[src/rtl/u_dadda_rca4_acc.sv]
// u_dadda_rca4_acc: burst accumulator for the 8-bit products of an upstream
// 4x4 multiplier. A burst of len+1 products is summed into an ACC_W-bit
// register. The sum and a sticky carry-out flag are then held until the
// consumer takes them with a valid/ready handshake.
//
// Ports
//   clk, rst           clock, asynchronous active-high reset
//   start, len         burst request and burst length minus one (IDLE only)
//   prod_in            8-bit product from the multiplier
//   prod_valid         handshake valid for prod_in
//   prod_ready         handshake ready for prod_in (high in ACC)
//   sum_out, ovf       accumulated sum and sticky carry-out of the burst
//   sum_valid          handshake valid for sum_out/ovf (high in DONE)
//   sum_ready          handshake ready for sum_out/ovf
//   busy               high in ACC and DONE
module u_dadda_rca4_acc #(
    parameter int unsigned ACC_W = 12
) (
    input  logic             clk,
    input  logic             rst,
    input  logic             start,
    input  logic [3:0]       len,
    input  logic [7:0]       prod_in,
    input  logic             prod_valid,
    output logic             prod_ready,
    output logic [ACC_W-1:0] sum_out,
    output logic             sum_valid,
    input  logic             sum_ready,
    output logic             ovf,
    output logic             busy
);

    localparam int unsigned SUM_W = ACC_W + 1;
    localparam int unsigned CNT_W = 4;

    typedef enum logic [1:0] {
        IDLE = 2'd0,
        ACC  = 2'd1,
        DONE = 2'd2
    } state_t;

    // Reset asserts immediately and releases on a clean clk edge.
    logic [1:0] rst_sync;
    logic       rst_int;

    always_ff @(posedge clk or posedge rst) begin
        if (rst) begin
            rst_sync <= 2'b11;
        end else begin
            rst_sync <= {rst_sync[0], 1'b0};
        end
    end

    assign rst_int = rst_sync[1];

    state_t             state_q, state_d;
    logic [ACC_W-1:0]   acc_q, acc_d;
    logic [CNT_W-1:0]   cnt_q, cnt_d;
    logic               ovf_q, ovf_d;
    logic [SUM_W-1:0]   sum_ext;
    logic               prod_ready_q, sum_valid_q, busy_q;

    // State and datapath registers; handshake outputs are registered from the next state.
    always_ff @(posedge clk or posedge rst_int) begin
        if (rst_int) begin
            state_q      <= IDLE;
            acc_q        <= '0;
            cnt_q        <= '0;
            ovf_q        <= 1'b0;
            prod_ready_q <= 1'b0;
            sum_valid_q  <= 1'b0;
            busy_q       <= 1'b0;
        end else begin
            state_q      <= state_d;
            acc_q        <= acc_d;
            cnt_q        <= cnt_d;
            ovf_q        <= ovf_d;
            prod_ready_q <= (state_d == ACC);
            sum_valid_q  <= (state_d == DONE);
            busy_q       <= (state_d != IDLE);
        end
    end

    // Next-state and datapath update.
    always_comb begin
        state_d = state_q;
        acc_d   = acc_q;
        cnt_d   = cnt_q;
        ovf_d   = ovf_q;
        // One extra bit captures the carry-out of the modulo-2^ACC_W add.
        sum_ext = {1'b0, acc_q} + SUM_W'(prod_in);

        case (state_q)
            IDLE: begin
                if (start) begin
                    state_d = ACC;
                    cnt_d   = len;
                    acc_d   = '0;
                    ovf_d   = 1'b0;
                end
            end
            ACC: begin
                if (prod_valid && prod_ready_q) begin
                    acc_d = sum_ext[ACC_W-1:0];
                    ovf_d = ovf_q | sum_ext[ACC_W];
                    if (cnt_q == '0) begin
                        state_d = DONE;
                    end else begin
                        cnt_d = cnt_q - CNT_W'(1);
                    end
                end
            end
            DONE: begin
                if (sum_valid_q && sum_ready) begin
                    state_d = IDLE;
                end
            end
            default: begin
                state_d = IDLE;
            end
        endcase
    end

    assign prod_ready = prod_ready_q;
    assign sum_valid  = sum_valid_q;
    assign busy       = busy_q;
    assign sum_out    = acc_q;
    assign ovf        = ovf_q;

endmodule

[config.mk]
export PLATFORM = sky130hd
export DESIGN_NAME = u_dadda_rca4_acc
export DESIGN_NICKNAME = d
export VERILOG_FILES = /design/src/rtl/u_dadda_rca4_acc.sv
export SDC_FILE = /design/constraint.sdc
export NUM_CORES = 1
export LEC_CHECK = 0
export CORE_MARGIN = 1.5
export CORE_UTILIZATION = 48
export DETAILED_ROUTE_END_ITERATION = 8
export HOLD_SLACK_MARGIN = 0.12
export PLACE_DENSITY = 0.81
export SLEW_MARGIN = 20
export SYNTH_ARGS = -nofsm -noshare
export SYNTH_HDL_FRONTEND = slang
export SYNTH_SLANG_ARGS = --single-unit
[constraint.sdc]
create_clock -name clk -period 1.05 [get_ports clk]
set_input_delay 0.105 -clock clk [delete_from_list [all_inputs] [get_ports clk]]
set_output_delay 0.105 -clock clk [all_outputs]
set_load 0.05 [all_outputs]
==> out/results.tsv, run 1 <==
metric	value	unit
syn nets	167	
EDFF count, synth	0	
Starting Density	52.3	%
CTS max path bufs	2	
GP Congestion	0.843	
post-placement cell area	0.00228	mm^2
outcome	aborted with a tool error	
FP Rows	18	
last stage reached	clock tree synthesis (4_1_cts)	
sequential-to-total area share from yosys stat	44.9	%
chip width	55.9	um
IO Pins	33	
Netlist cell types	37	
synth top area cells	dfrtp_1, ha_1, o21ai_0	
CTS Hold Buffers Added	1	
Die Ht	55.9	um
Num Clock Sinks	24	
#FFs+latches synth	24	
htree depth	1	
cts bufs inserted	3	
number of synthesis warnings	0	
gate count of the mapped netlist	140	
post-CTS setup repair buffer count	17	
ys async rst share	100	%
IO buf count	32	
Post-Synthesis Cell Area	0.00134	mm^2
Main synth FF type	dfrtp_1	
stop err	[ERROR DPL-0038] Utilization greater than 100%, impossible to legalize	
CTS resizes	40	
Yosys top cell by area	dfrtp_1	
Root Buffer	clkbuf_4	
Post-Syn Area per Cell	9.59	um^2
hpwl dp	3310	um
top-area cell type share of the netlist area	41.0	%
[cell usage after synthesis (all sizes together) (2+ instances only)]
library cell,instances
o211ai,4
a21o,2
dfstp,2
a22o,2
a22oi,2
dfrtp,22
inv,4
or3,4
o22ai,2
a21oi,11
buf,2
nor2,10
a211oi,3
nand2,16
nor3b,2
ha,9
nand2b,2
nand4,2
or3b,2
xnor2,2
xor2,4
o21ai,20
[cells by family after synthesis]
group	share of synthesized area [%]
compound gates	21.9
xor+xnor	3.91
fa+ha+maj	9.88
buf+inv	1.86
flops	44.9
other cells	0.279
simple gates	17.2
[through the flow]
| step | std cells | setup slack, ps |
|---|---|---|
| after floorplan | 140 | -878 |
| after global placement | 241 | -910 |
| after detailed placement | 241 | -1050 |
==> run 2: changes to the inputs <==
Settings changed: CORE_AREA set to 2 2 63 65, CORE_MARGIN 1.5 to unset, CORE_UTILIZATION 48 to unset, DIE_AREA set to 0 0 65 67, HOLD_SLACK_MARGIN 0.12 to unset, PLACE_DENSITY 0.81 to unset, PLACE_DENSITY_LB_ADDON set to 0.15.
==> run 2 against run 1 <==
Effect of this change: area after synthesis unchanged; the flow now finishes, with violations (negative setup slack); synthesized cell count unchanged.
==> out/results.tsv, run 2 <==
metric	value	unit	change
outcome	complete, but fails checks		was aborted with a tool error
failing checks	negative setup slack		
area occupied by multi-input gates	986	um^2	
Post-Synthesis Cell Area	0.00134	mm^2	unchanged
leading cell type by number of instances after synthesis	dfrtp_1		unchanged
FP Rows	22		was 18
Max Fclk	540	MHz	
Layout Skew	3.03	ps	
diode count	0		
filler instances	230		
vias per cell	5.06		
Yosys top cell by area	dfrtp_1		unchanged
syn nets	167		unchanged
CTS Hold Buffers Added	0		was 1
antenna violations before repair	0		
chip width	65	um	was 55.9 um
Final Hold Violating Endpoints	0		
routing usage on met3	5.41	%	
routed len/inst	16.0	um	
RSZ-0062 raised after global routing	yes		
Final ANT Viol Nets	0		
final instance area	0.00271	mm^2	
Layout Area Growth over Synthesis	102	%	
Final Cycle Share	176	%	
Main synth FF type	dfrtp_1		unchanged
Die Ht	67	um	was 55.9 um
largest net degree at the start of global routing	23		
sequential-to-total area share from yosys stat	44.9	%	unchanged
critical path required time	1260	ps	
fin worst setup slack	-800	ps	
crit-path cells	ha_4 > o211ai_1 > o211ai_1 > a31oi_2 > or3_4 > a21oi_2		
layout cells sized above 1	56.6	%	
IO buf count	32		unchanged
Worst path slowest cell	dfrtp_2		
most common library cells after synthesis	dfrtp_1, o21ai_0, nand2_1		unchanged
setup violators final	32		
top-area cell type share of the netlist area	41.0	%	unchanged
number of synthesis warnings	0		unchanged
LEAKAGE	1.15	nW	
htree depth	1		unchanged
critical-path maximum fanout	4		
Crit path largest cell delay	440	ps	
die area	0.00436	mm^2	
Overflow after GRT	0		
HP Class	input port to async pin		
Reg clk slew, reported paths	90	ps	
synth top area cells	dfrtp_1, ha_1, o21ai_0		unchanged
WL final	4410	um	
Iteration-0 DRC Markers	43		
GR peak layer	met2		
Num Clock Sinks	24		unchanged
Peak VDD IR	2080	uV	
Post-Syn Area per Cell	9.59	um^2	unchanged
worst skew pair latency	270	ps	
#FFs+latches synth	24		unchanged
Starting Density	37.2	%	was 52.3%
CTS max path bufs	2		unchanged
Root Buffer	clkbuf_8		was clkbuf_4
cts bufs inserted	3		unchanged
GP Congestion	0.857		was 0.843
register area	612	um^2	
minimum clock period	1850	ps	
ys async rst share	100	%	unchanged
EDFF count, synth	0		unchanged
WHS	157	ps	
met1 usage	24.1	%	
CTS tree	yes		
core area	0.00361	mm^2	
Layout Nets	256		
Netlist cell types	37		unchanged
gate count of the mapped netlist	140		unchanged
most frequent cells in the layout	buf_4, buf_6, clkdlybuf4s50_1, buf_12, dfrtp_1		
crit path kind	register to register		
CP most frequent cell	o211ai_1		
DRC	0		
max-slew violations	0		
drt pass-1 iters	4		
post-placement cell area	0.00231	mm^2	was 0.00228 mm^2
GR Util All Layers	20.9	%	
Final TNS setup	-11910	ps	
Setup crit start kind	register		
commonest non-fill, non-tap cell in the layout	buf_4		
vias in the first global route	1524		
Critical Path Sink Type	register		
number of flip-flops in the largest register	12		
max-cap viol count	0		
Cell Pwr Density	3270	mW/mm^2	
first-pass GRT wire length	6890	um	
via count	1397		
hpwl dp	3000	um	was 3310 um
total power	8.85	mW	
IO Pins	33		unchanged
met2 GRT Util	38.5	%	
CP arrival	2060	ps	
==> run 2: cells by family after synthesis <==
kind of cell / share of synthesized area, %
flops: 44.9
fa+ha+maj: 9.88
compound gates: 21.9
other cells: 0.279
simple gates: 17.2
buf+inv: 1.86
xor+xnor: 3.91
==> run 2: worst paths after layout <==
| check | slack [ps] | from | cells past startpoint | end |
|---|---|---|---|---|
| worst max-delay path | -800 | sum_out[3]$_DFFE_PP0P_ | 6 | sum_out[11]$_DFFE_PP0P_ |
| min in group clk | 370 | rst_sync[0]$_DFF_PP1_ | 0 | rst_sync[1]$_DFF_PP1_ |
| worst max register to register | -800 | sum_out[3]$_DFFE_PP0P_ | 6 | sum_out[11]$_DFFE_PP0P_ |
| worst min-delay path | 160 | rst | 2 | rst_sync[1]$_DFF_PP1_ |
| worst min register to register | 300 | rst_sync[1]$_DFF_PP1_ | 2 | sum_out[10]$_DFFE_PP0P_ |
| max in group asynchronous | 490 | rst_sync[1]$_DFF_PP1_ | 2 | sum_out[1]$_DFFE_PP0P_ |
==> run 2: stage by stage <==
stage,setup slack [ps],util [%],std cells
6_report,-800,75.1,276
5_1_grt,-913,75.1,276
3_3_place_gp,-931,64.1,260
4_1_cts,-775,70.7,273
2_1_floorplan,-878,-,140
3_5_place_dp,-972,64.1,260
==> run 2: routing by layer <==
metal	vias up	wire length, um
met3	6	183
met2	32	2360
met1	680	1820
met5	-	0
met4	0	54
li1	679	-
==> run 2: power breakdown <==
part	switching, mW	internal, mW	leakage (nW)
Combinational	3.07	3.37	0.825
Sequential	0.296	1.28	0.290
Clock	0.324	0.510	0.0357
==> run 2: repair_timing <==
action | 4_1_cts | 5_1_grt
endpoints found under the setup margin | 35 | 35
resized for setup | 29 | 43
gates cloned | 0 | 0
pin swaps | 22 | 20
buffers inserted | 9 | 9
hold endpoints to repair | 0 | 0
==> run 2: worst max-delay path: cells and delay by family, from the launching register on <==
kind	cells	cell delay, ps
flip-flops	1	440
AND/OR/NAND/NOR	1	390
adder cells (fa/ha/maj)	1	290
AO/OA/AOI/OAI	4	660
==> run 2: area by class of cell <==
type                       count  area share [%]
sequential                    24            22.6
tap                           48            2.22
multi-input combinational    110            36.4
timing repair buffer          86            35.6
inverter                       4           0.554
clock buffer                   3            1.52
clock inverter                 1            1.11
(Power assumes the default switching activity.)
==> RTL change 1 (flow settings as in run 2) <==
The parameter `ACC_W` goes from 12 to 6.
--- a/src/rtl/u_dadda_rca4_acc.sv
+++ b/src/rtl/u_dadda_rca4_acc.sv
@@ -16,3 +16,3 @@
 module u_dadda_rca4_acc #(
-    parameter int unsigned ACC_W = 12
+    parameter int unsigned ACC_W = 6
 ) (
Ports: changed (resized sum_out); port bits go from 33 to 27. The function was not compared with the original's and may differ.
==> RTL change 1 against run 2 <==
The flow still finishes with violations (negative setup slack). Synthesized cell count decreased by 24%. Setup slack improved by 0.22 ns. Routed wire length shrank 36%. Clock skew up 0.0027 ns. Area after synthesis decreased by 21%. Fmax increased by 13%. Critical path depth unchanged. Combinational power fell by 34%. Power is 31% lower. Non-clock buffer count down 29. First-iteration DRC count is 47% lower. Final area is 29% lower. Sequential cell count shrank 6. Sequential power down 20%.
==> RTL change 1: results (changes against run 2) <==
outcome finished, violations left; failing checks negative setup slack; crit path capture ovf$_DFFE_PP0P_; largest net degree at the start of global routing 17 (-26%); mux contribution to synthesized area 1.893% (+1.9 points); postcts setup bufs 4 (-5); multi-input logic cell count 82 (-25%); Layout Skew 0.005747 ns (+0.002716 ns); Setup WS post-layout -0.5832 ns (+0.2171 ns); final wirelength 2.829 mm (-36%); Filler cells 316 (+37%); Psw 2.532 mW (-31%); HPWL after DPL 2.065 mm (-31%); vias per inst 4.724 (-6.7%); CP Launch Point sum_out[0]$_DFFE_PP0P_; invs w/o clock 5 (+1); PostCTS Resize Cnt 15 (-48%); top cells by area in the synthesized netlist dfrtp_1 (38%), ha_1 (8.3%), dfstp_2 (5.0%); post-synthesis adder-cell area fraction 10.18% (+0.30 points); Reg clk slew, reported paths 0.07 ns (-0.02 ns); commonest cells in the netlist dfrtp_1 (16), nand2_1 (12), o21ai_0 (8); vias in the first global route 1,055 (-31%); max reg flops 6 (-6); Final setup viols 17 (-47%); vias 1,011 (-28%); CTS sink count 18 (-25%); compound-gate portion of the synthesized area 24.02% (+2.1 points); placed cells 204 (-22%); ratio of cells with drive above 1 in the final layout 45.18% (-11 points); syn nets 132 (-21%); Final TNS setup -5.455 ns (+6.455 ns)
-- RTL change 1: changes by cell type in the layout (fill, tap and decap cells not counted), sizes merged, moves of 4 or more --
cell and change:
dfrtp -6, nand2 -4, xor2 -4, or3 -4
nor3b +4, o21ai -8, o211ai -4, buf -28
a21oi -8
-- RTL change 1: routing by layer --
metal  track usage [%]  part of all wire [%]
met5                 0                     0
met4             4.521                   1.2
met3             2.703                   3.1
met2             24.61                    50
met1             17.85                    46
-- RTL change 1: worst max-delay path, cell delays in order (launching register included) --
cell,delay (ns)
dfrtp_2,0.43
ha_4,0.17
fa_2,0.35
a211oi_2,0.21
o21bai_1,0.11
mux2i_1,0.16
nand2_1,0.08
-- RTL change 1: cells by family after synthesis --
family | count (synthesis)
multiplexers | 2
other | 1
flip-flops | 18
XOR/XNOR | 1
buffers and inverters | 8
AO/OA/AOI/OAI | 37
adder cells (fa/ha/maj) | 8
AND/OR/NAND/NOR | 32
==> RTL change 2 (flow settings as in run 2) <==
Without the edit above. Make the reset (`rst` and `rst_int`) synchronous in 2 clocked blocks. Comments in the files are not updated.
--- a/src/rtl/u_dadda_rca4_acc.sv
+++ b/src/rtl/u_dadda_rca4_acc.sv
@@ -45,3 +45,3 @@
 
-    always_ff @(posedge clk or posedge rst) begin
+    always_ff @(posedge clk) begin
         if (rst) begin
@@ -63,3 +63,3 @@
     // State and datapath registers; handshake outputs are registered from the next state.
-    always_ff @(posedge clk or posedge rst_int) begin
+    always_ff @(posedge clk) begin
         if (rst_int) begin
Function: changed (a bounded check fails within 4 cycles, from zero or initial values and one cycle with rst high).
==> RTL change 2 against run 2 <==
The run still ends with negative setup slack left. Final area decreased by 0.74%. Area after synthesis increased by 3.7%. Setup slack improved by 0.29 ns. Routed wire length decreased by 4.1%. Sequential cell count unchanged. Die area unchanged. Core utilization decreased by 0.56 points. Critical endpoint is now sum_out[7]$_SDFFE_PP0P_. Largest cell class unchanged. Highest routed layer unchanged.
Power is left out: it rests on default switching activity, and per cell area and clock period it moved more than threefold.
==> RTL change 2: results (changes against run 2) <==
Final setup viols 20 (-38%); reg2reg path depth 5 (-1); failing checks negative setup slack; maximum clock path buffer count 2 (unchanged); largest net degree at the start of global routing 15 (-35%); Worst-Skew Late Latency 0.27 ns (about the same); Max stage delay on crit path 0.38 ns (-0.06 ns); top cells by area in the synthesized netlist dfxtp_1 (35%), ha_1 (8.1%), a21oi_1 (6.8%); Slew HR 78.44%; Filler cells 248 (+7.8%); outcome finished, violations left; HPWL after DPL 3.145 mm (+4.9%); Min-Delay Path Class primary input to flip-flop; mux contribution to synthesized area 4.403% (+4.4 points); compound-gate portion of the synthesized area 22.82% (+0.92 points); first-pass iteration count of the detailed router 4 (unchanged); H-Tree Depth 1 (unchanged); Root Buffer clkbuf_8; highest net fanout along the worst path 4 (unchanged); Async S/R FF share, synth 0% (-100 points); Nets 269 (+5.1%); ANT cells 0 (unchanged); post-synthesis adder-cell area fraction 9.524% (-0.36 points); All-Layer GR Usage 21.33% (+0.38 points); reg2reg start sum_out[1]$_SDFFE_PP0P_; TritonCTS Buffers 3 (unchanged); Setup WS post-layout -0.5054 ns (+0.2949 ns); worst hold path startpoint rst; Layout Skew 0.005393 ns (+0.002363 ns); post-synthesis sequential area ratio 34.50% (-10 points); commonest cells in the netlist dfxtp_1 (24), a21oi_1 (19), nand2_1 (11); Hold Crit Depth 1; initial antenna violation count 0 (unchanged); Placer Congestion 0.8807 (+2.8%); count of unique library cells instantiated by Yosys 47 (+27%); Synth warnings 0 (unchanged); Reg clk slew, reported paths 0.10 ns; final wirelength 4.232 mm (-4.1%); syn nets 182 (+9.0%); ratio of cells with drive above 1 in the final layout 53.53% (-3.1 points); global-route wire length before repair 7.238 mm (+5.0%); Crit Reg-Reg Endpoint sum_out[7]$_SDFFE_PP0P_; max reg flops 12 (unchanged); WP data arrival 1.72 ns (-0.34 ns); 1st-iter DRT viols 64 (+49%); vias in the first global route 1,622 (+6.4%); Post-DP Area 0.002399 mm² (+3.8%); Port Buf Inserts 32 (unchanged); GRT Residual Overflow 0 (unchanged); slowest CP cell dfxtp_4; vias 1,532 (+9.7%); xor/xnor cell area share of the yosys netlist 2.516% (-1.4 points); ys flop type dfxtp_1; Worst Hold Path EP rst_sync[0]$_DFF_P_
## RTL change 2: cell count changes in the layout (fill, tap and decap cells not counted), moves of 7 or more
| cell | run 2 | this run |
|---|---|---|
| buf_4 | 33 | 49 |
| buf_6 | 21 | 6 |
| dfrtp_1 | 15 | 0 |
| dfrtp_2 | 7 | 0 |
| dfxtp_1 | 0 | 10 |
| dfxtp_4 | 0 | 9 |
| o21ai_1 | 13 | 3 |
## RTL change 2: repair_timing
action | in CTS | in global routing
buffers inserted | 3 | 5
pin swaps | 11 | 10
setup endpoints to repair | 22 | 29
resized for setup | 19 | 16
## RTL change 2: worst max-delay path by stage
| stage | startpoint | endpoint | slack (ns) | cells past startpoint |
|---|---|---|---|---|
| floorplan | sum_out[0]$_SDFFE_PP0P_ | sum_out[10]$_SDFFE_PP0P_ | -0.52 | 6 |
| global placement | prod_in[1] | sum_out[7]$_SDFFE_PP0P_ | -0.74 | 6 |
| detailed placement | prod_in[1] | sum_out[7]$_SDFFE_PP0P_ | -0.78 | 6 |
| CTS | sum_out[0]$_SDFFE_PP0P_ | ovf$_SDFFE_PP0P_ | -0.51 | 6 |
| global route | sum_out[0]$_SDFFE_PP0P_ | sum_out[8]$_SDFFE_PP0P_ | -0.58 | 6 |
| finish | sum_out[1]$_SDFFE_PP0P_ | sum_out[7]$_SDFFE_PP0P_ | -0.51 | 5 |
## RTL change 2: area by class of cell
| type | count | area share [%] |
|---|---|---|
| flip-flops and latches | 24 | 19.36 |
| well taps | 48 | 2.234 |
| clock buffers | 4 | 2.466 |
| inverters | 2 | 0.2792 |
| repair buffers | 87 | 34.02 |
| multi-input cells | 124 | 41.65 |
## RTL change 2: stage by stage
stage,TNS (ns),setup WS [ns],hold WS [ns],util [%],cells
2_1_floorplan,-6.435,-0.5226,0.1327,-,155
3_3_place_gp,-11.27,-0.7419,0.3967,66.52,277
3_5_place_dp,-12.01,-0.7837,0.4044,66.52,277
4_1_cts,-7.517,-0.5137,0.2820,71.62,284
5_1_grt,-8.684,-0.5750,0.3001,74.57,289
6_report,-7.136,-0.5054,0.2917,74.57,289
## RTL change 2: kinds of logic after synthesis
family / after synthesis
xor+xnor: 4
mux: 6
compound gates: 48
buf+inv: 7
flops: 24
simple gates: 56
fa+ha+maj: 10
## RTL change 2: worst max-delay path: cells and delay by family (launching register included)
kind	cells	cell delay [ns]
adders and majority gates	1	0.23
and+or+nand+nor	1	0.09
muxes	1	0.21
AOI/OAI and AO/OA	2	0.53
DFF	1	0.38
## RTL change 2: layer usage
metal  vias up  part of all wire [%]  routed length (µm)  track usage [%]
li1        753                     -                   -                -
met1       727                    41                1727            23.41
met2        48                    54                2304            42.27
met3         4                   3.9                 167            2.027
met4         0                  0.78                  33            7.181
met5         -                     0                   0                0
